[src/rtl/educell_spike_ctrl.sv]
// Per-cell spike sequencer for EDU syndrome matching.
// Each round works like this: a defect cell emits a spike, relay cells forward the
// first spike they see, and a defect or boundary cell ends the path. The arrival
// direction is latched one-hot for traceback, and a cycle budget bounds the round.
module educell_spike_ctrl #(
   parameter int MAX_CYCLES = 32,
   parameter int CNT_W      = 6
) (
   input  logic       clk,
   input  logic       rst,
   input  logic       cfg_we,
   input  logic [5:0] cfg_mask,
   input  logic       cfg_boundary,
   input  logic       start,
   input  logic       flush,
   input  logic       syndrome_in,
   input  logic [5:0] spike_in,
   output logic       spike_out,
   output logic [5:0] syndir,
   output logic       matched,
   output logic       timeout,
   output logic       busy
);

   typedef enum logic [2:0] {
      IDLE,
      EMIT,
      LISTEN,
      FIRE,
      RELAYED,
      DONE
   } state_t;

   localparam logic [CNT_W-1:0] LAST = CNT_W'(MAX_CYCLES - 1);

   state_t           state;
   state_t           state_nxt;
   logic [5:0]       mask_q;
   logic             boundary_q;
   logic             defect_q;
   logic [CNT_W-1:0] cnt;
   logic [5:0]       eff;
   logic [5:0]       dir;
   logic             hit;
   logic             expire;
   logic             terminal;

   // Spikes only count while listening; a defect cell also blanks its own echo on the first LISTEN cycle
   always_comb begin
      eff = spike_in & mask_q;
      if ((state != LISTEN) || (defect_q && (cnt == '0))) begin
         eff = '0;
      end
   end

   // Fixed-priority one-hot encoder s > n > se > sw > ne > nw
   always_comb begin
      dir = '0;
      if (eff[0])      dir = 6'b000001;
      else if (eff[1]) dir = 6'b000010;
      else if (eff[2]) dir = 6'b000100;
      else if (eff[3]) dir = 6'b001000;
      else if (eff[4]) dir = 6'b010000;
      else if (eff[5]) dir = 6'b100000;
   end

   assign hit      = |eff;
   assign expire   = ((state == LISTEN) || (state == RELAYED)) && (cnt == LAST);
   assign terminal = defect_q | boundary_q;

   // State register
   always_ff @(posedge clk) begin
      if (rst) state <= IDLE;
      else     state <= state_nxt;
   end

   // Next-state logic; a spike on the expiry cycle wins over the timeout, and flush wins over everything
   always_comb begin
      state_nxt = state;
      case (state)
         IDLE, DONE: if (start) state_nxt = syndrome_in ? EMIT : LISTEN;
         EMIT:       state_nxt = LISTEN;
         LISTEN: begin
            if (hit)         state_nxt = terminal ? DONE : FIRE;
            else if (expire) state_nxt = DONE;
         end
         FIRE:       state_nxt = RELAYED;
         RELAYED:    if (expire) state_nxt = DONE;
         default:    state_nxt = IDLE;
      endcase
      if (flush) state_nxt = IDLE;
   end

   // Output decode purely from state
   always_comb begin
      spike_out = (state == EMIT) || (state == FIRE);
      busy      = (state == EMIT) || (state == LISTEN) || (state == FIRE) || (state == RELAYED);
   end

   // Config, round counter and latched results. The counter saturates at the last budget
   // cycle, so a relay that fires on that cycle still sees expiry once it reaches RELAYED.
   always_ff @(posedge clk) begin
      if (rst) begin
         mask_q     <= 6'b111111;
         boundary_q <= 1'b0;
         defect_q   <= 1'b0;
         cnt        <= '0;
         syndir     <= '0;
         matched    <= 1'b0;
         timeout    <= 1'b0;
      end else if (flush) begin
         defect_q   <= 1'b0;
         cnt        <= '0;
         syndir     <= '0;
         matched    <= 1'b0;
         timeout    <= 1'b0;
      end else begin
         case (state)
            IDLE, DONE: begin
               if ((state == IDLE) && cfg_we) begin
                  mask_q     <= cfg_mask;
                  boundary_q <= cfg_boundary;
               end
               if (start) begin
                  syndir   <= '0;
                  matched  <= 1'b0;
                  timeout  <= 1'b0;
                  cnt      <= '0;
                  defect_q <= syndrome_in;
               end
            end
            LISTEN: begin
               if (cnt != LAST) cnt <= cnt + 1'b1;
               if (hit) begin
                  syndir  <= dir;
                  matched <= terminal;
               end else if (expire) begin
                  timeout <= 1'b1;
               end
            end
            FIRE, RELAYED: begin
               if (cnt != LAST) cnt <= cnt + 1'b1;
            end
            default: ;
         endcase
      end
   end

endmodule

[config.mk]
export PLATFORM = sky130hd
export DESIGN_NAME = educell_spike_ctrl
export DESIGN_NICKNAME = d
export VERILOG_FILES = /design/src/rtl/educell_spike_ctrl.sv
export SDC_FILE = /design/constraint.sdc
export NUM_CORES = 1
export LEC_CHECK = 0
export ABC_AREA = 1
export BUFFER_PORTS_ARGS = -buffer_cell sky130_fd_sc_hd__buf_2
export CAP_MARGIN = 20
export CORE_ASPECT_RATIO = 1.2
export CORE_UTILIZATION = 30
export DETAILED_ROUTE_END_ITERATION = 7
export GPL_TIMING_DRIVEN = 0
export PLACE_DENSITY_LB_ADDON = 0.2
export SLEW_MARGIN = 20
export SYNTH_ARGS = -nofsm -noshare
export SYNTH_HDL_FRONTEND = slang
export SYNTH_SLANG_ARGS = --single-unit
[constraint.sdc]
create_clock -name clk -period 1.95 [get_ports clk]
set_input_delay 0.585 -clock clk [delete_from_list [all_inputs] [get_ports clk]]
set_output_delay 0.585 -clock clk [all_outputs]
set_load 0.005 [all_outputs]
After elaboration in Yosys (flattened, before gate mapping)
Index checks and enable logic that the tools add are counted.
{ "totals": {"wordCells": 71, "n_memories": 0, "mem_bits_ro": 0, "mem_bits_rw": 0, "out_inout_bits": 10, "register_bits": 25, "latch_bits": 0} }
{ "op_classes": {"n_shift": 0, "addsub": 1, "n_mux": 24, "n_bitwise": 3, "n_lt_le_gt_ge": 0, "div_mod_pow": 0, "n_mul": 0, "n_eq_ne": 13, "n_reduce_logical": 22} }
{ "op_table": {"columns": ["op", "n"], "rows": [
  ["$mux 6", 10],
  ["$pmux 6 s2", 2],
  ["$pmux 3 s5", 1],
  ["$mux 3", 4],
  ["$reduce_and 3->1", 3],
  ["$ne 2x2->1 const B", 4],
  ["$add 6x1->6 const B", 1],
  ["$and 6x6->6", 1],
  ["$eq 3x2->1 const B", 2],
  ["$eq 3x3->1 const B", 2],
  ["$eq 6x5->1 const B", 1],
  ["$logic_not 6->1", 1],
  ["$logic_or 1x1->1", 6],
  ["$ne 6x5->1 const B", 1],
  ["$reduce_or 6->1", 1],
  ["$mux 1", 4],
  ["$pmux 1 s2", 2],
  ["$reduce_and 4->1", 1],
  ["$reduce_bool 2->1", 2],
  ["$reduce_or 2->1", 2],
  ["$eq 3x1->1 const B", 1],
  ["$logic_and 1x1->1", 3],
  ["$logic_not 3->1", 1],
  ["$ne 3x2->1 const B", 1],
  ["6 further kinds", 6]
]} }

Longest topological paths before layout
{ "depth": {"ltp_word": 12, "ltp_mapped": 12} }

Worst setup path before layout
OpenSTA, ideal clock, no wires.
{ "synth_timing": {"path_kind": "register -> register", "startpoint": "register cnt[0]", "endpoint": "register state[2]", "synth_period_minus_slack_ns": 1.472, "t_arrival_ns": 1.363, "setup_ns": 0.109, "slack_ns": 0.478, "n_path_buf": 0, "required_ns": 1.841, "stages_incl_launch_ff": 13, "cell_sequence": "dfxtp_1 > inv_1 > ha_1 > nand2_1 > inv_1 > nand3_1 > o211ai_2 > nand3_4 > nand2_1 > nand2_1 > nand3_1 > nand2_1 > inv_1"} }
{ "synth_via": {"elab_chain_len": 7, "word_cells_on_any_way": 10, "classes_between": "eq/ne (1); mux (4); reduce/logical (5)"} }
{ "synth_rtl": {"columns": ["item", "line", "source"], "rows": [
  ["start, declared", "41", "logic [CNT_W-1:0] cnt;"],
  ["start signal, assigned", "133", "if (cnt != LAST) cnt <= cnt + 1'b1;"],
  ["start signal, assigned", "142", "if (cnt != LAST) cnt <= cnt + 1'b1;"],
  ["$logic_not 6->1", "51", "if ((state != LISTEN) || (defect_q && (cnt == '0))) begin"],
  ["$logic_and 1x1->1", "51", null],
  ["$logic_or 1x1->1", "51", null],
  ["$mux 6", "51", null],
  ["$reduce_or 6->1", "67", "assign hit = |eff;"],
  ["$mux 3", "84", "if (hit) state_nxt = terminal ? DONE : FIRE;"],
  ["$pmux 3 s5 (*)", "80", "case (state)"],
  ["end signal, assigned", "74", "else state <= state_nxt;"],
  ["end, declared", "36", "state_t state;"]
]} }
Every way passes the cells marked *; elsewhere a longest branch is shown, timed or not.
A chain may end at the register's enable or synchronous reset.

Worst setup path after layout
{ "layout_timing": {"startpoint": "register state[0]", "endpoint": "output port busy"} }
{ "layout_via": {"elab_chain_len": 4, "word_cells_on_any_way": 7, "classes_between": "eq/ne (4); reduce/logical (3)"} }
{ "layout_rtl": {"columns": ["item", "line", "source"], "rows": [
  ["$eq 3x1->1 or $eq 3x2->1 (tied branches)", "97", "busy = (state == EMIT) || (state == LISTEN) || (state == FIRE) || (state == RELAYED);"],
  ["$logic_or 1x1->1 (2 in series)", "97", null],
  ["$logic_or 1x1->1 (*)", "97", null],
  ["end, declared", "22", "output logic busy"]
]} }
Marks and branches as above.

==> results.md <==
* Top post-synthesis cells by area: dfxtp_1 38%, nand2_1 13%, inv_1 8.7%
* P per Cell Area at 672 mW/mm^2
* Lkg Pwr at between 0.8 and 0.9 nW
* Post-synth EDFFs at 0
* Synthesized area at about 0.0013 mm^2
* H-tree depth at 1
* Vias in the first global route at 1049
* Vias at 1188
* Hold Buf Count CTS at 0
* Slew HR at 69.3%
* Fraction of synthesis flops using an asynchronous set or reset pin at 0%
* Antenna viol nets, final at 0
* Syn Nets at 205
* VDD IR max at 0.000325 V
* Layout cells sized above 1 at 23.1%
* IO buf count at 28
* Final wirelength at between 2 and 3 mm
* Clk_lat worst skew at ~270 ps
* F_max at approximately 0.55 GHz
* Final setup viols at 0
* Initial antenna violation count at 0
* Post-Synthesis Cells at 184
* Most frequent cells after synthesis: 46 x nand2_1, 31 x inv_1, 25 x dfxtp_1
* Reg-to-Reg End: state[2]
* Synth-to-layout area growth at 19.2%
* Total power at approximately 1.1 mW
* Worst r2r src: cnt[0]
* 1st-pass router iterations at 4
* Row count at 26
* Crit start category: flip-flop
* Status: completed
* Final setup skew at 3.88 ps
* Clock tree sinks at 25
* Clk slew on worst S/H paths at 90 ps
* Clk network pwr share at 29.7%
* Unrepaired setup endpoints after global routing: false
* Cells on worst reg2reg path at 12
* Overall die height at 75.0 um
* Setup TNS at 0 ps
* CTS Buf Count at 3
* CP arrival at 1240 ps
* Fin. Hold Viols at 0
* Post-DP HPWL at about 2.2 mm
* Total grt overflow at 0
* Gr usage total at between 10% and 20%
* Synth warn at 0
* Top-Level Pins at 29
* CTS tree: yes
* CTS root buf: clkbuf_8
* Hold Path Class: flip-flop to flip-flop
* Worst-margin pin slew at 457 ps
* Post-CTS setup buffers at 0
* CP endpoint kind: output port
* Seq/Total Area, Yosys at between 30% and 40%
* Drt drc at 0
* Mean Syn Cell Area at 7.24 um^2
* Die Span X at between 60 and 70 um
* Ant diodes at 0
* Primary FF master, synth: dfxtp_1
* Combinational cell fraction of total power at a little under a fifth
* Placer Congestion at 0.749
* Die footprint at approximately 0.0047 mm^2
* Synth area leader: dfxtp_1
* Total of max-cap violations at 0
* Area share of the largest cell type after synthesis at 37.6%
* Post-route core utilization at 37.3%
* Synth cell types at 27
* Crit path from: state[0]
* First-pass GRT wire length at about 4.7 mm
* CTS Buffer Depth at 2
* Critical path type: flip-flop to output port
* DR WL/cell at between 10 and 15 um
* Yosys reg bits at 25
* Setup crit end: busy
* Internal cell power at 748 uW
* Data required time of the critical path at 1360 ps
* Initial core utilization at 31.3%
* Tmin final at 1820 ps
* Largest net degree at the start of global routing at 15
* Pins over their slew limit at 0
* P_sw at 320 uW
* Critical path peak fanout at 4
* Register-to-Register Setup Slack at 240 ps
* Count leader, synth: nand2_1
* Core Region at 0.00426 mm^2
* Post-cts resize count at 0
* Average vias per placed instance at 4.37
* Tcrit/Tclk final at roughly 94%
* Hold_ws at 460 ps
* Switching Fraction at 30.0%
* Seq pwr share at 51.0%
* Initial DRC Count at 39
* Final nets at 238
[state kept, by name, summed over array words and instances, names as in the netlist]
register,flops
timeout,1
cnt,6
boundary_q,1
syndir,6
matched,1
defect_q,1
mask_q,6
state,3
[power by group through the flow]
stage | registers [mW] | clock network [mW] | logic [mW]
final | 0.545 | 0.317 | 0.205
after CTS | 0.545 | 0.333 | 0.209
after floorplan | 0.553 | 0 | 0.152
after global placement | 0.557 | 0 | 0.208
after global routing | 0.548 | 0.352 | 0.234
after detailed placement | 0.557 | 0 | 0.208
[how the worst min path moves through the flow]
stage / from / end / slack, ps / cells after the start
6_report: syndir[0] / syndir[0] / 460 / 2
5_1_grt: matched / matched / 480 / 2
4_1_cts: syndir[1] / syndir[1] / 460 / 2
3_5_place_dp: mask_q[1] / mask_q[1] / 450 / 2
3_3_place_gp: mask_q[5] / mask_q[5] / 440 / 2
2_1_floorplan: mask_q[0] / mask_q[0] / 430 / 2
[layout make-up]
| cell class | count | area [um^2] |
|---|---|---|
| Fill cell | 478 | 2670 |
| Multi-Input combinational cell | 124 | 698 |
| Sequential cell | 25 | 500 |
| Inverter | 35 | 134 |
| Clock inverter | 1 | 5.00 |
| Clock buffer | 3 | 41.3 |
| Timing Repair Buffer | 28 | 140 |
| Tap cell | 56 | 70.1 |
[metal layers]
layer	vias to the layer above	GRT usage, %	share of wire (%)
li1	652	-	-
met1	512	17.3	52
met2	19	20.3	43
met3	5	1.97	2.9
met4	0	4.65	1.6
met5	-	0	0
[stage by stage]
stage | instances | area, um^2 | setup WS (ps)
2_1_floorplan | 184 | 1330 | 478
3_3_place_gp | 268 | 1540 | 1.23
3_5_place_dp | 268 | 1540 | -7.62
5_1_grt | 272 | 1590 | 25.1
6_report | 272 | 1590 | 126
4_1_cts | 272 | 1590 | 118
[critical path, stage by stage, from the launching register on]
cell and delay, ps:
dfxtp_1 440, nor2_1 90, inv_1 150, nand2_1 70, nand2_1 100, buf_2 120
[kinds of logic (layout without fill, tap and decap cells)]
| kind of cell | count (synthesis) | count (layout) | share of synthesized area (%) |
|---|---|---|---|
| buffers and inverters | 35 | 67 | 10.0 |
| XOR/XNOR | 1 | 1 | 0.657 |
| AO/OA/AOI/OAI | 28 | 28 | 13.6 |
| flip-flops | 25 | 25 | 37.6 |
| AND/OR/NAND/NOR | 93 | 93 | 36.2 |
| adder cells (fa/ha/maj) | 2 | 2 | 1.88 |
[placed cells by master, fill, tap and decap left out, types with 5 or more instances in the layout]
cell type	instances
inv_1	31
nand3_1	15
o21ai_0	6
nor2_1	16
buf_2	28
nand4_1	5
nand2_1	46
a21oi_1	15
dfxtp_1	25
(Power assumes the default switching activity.)
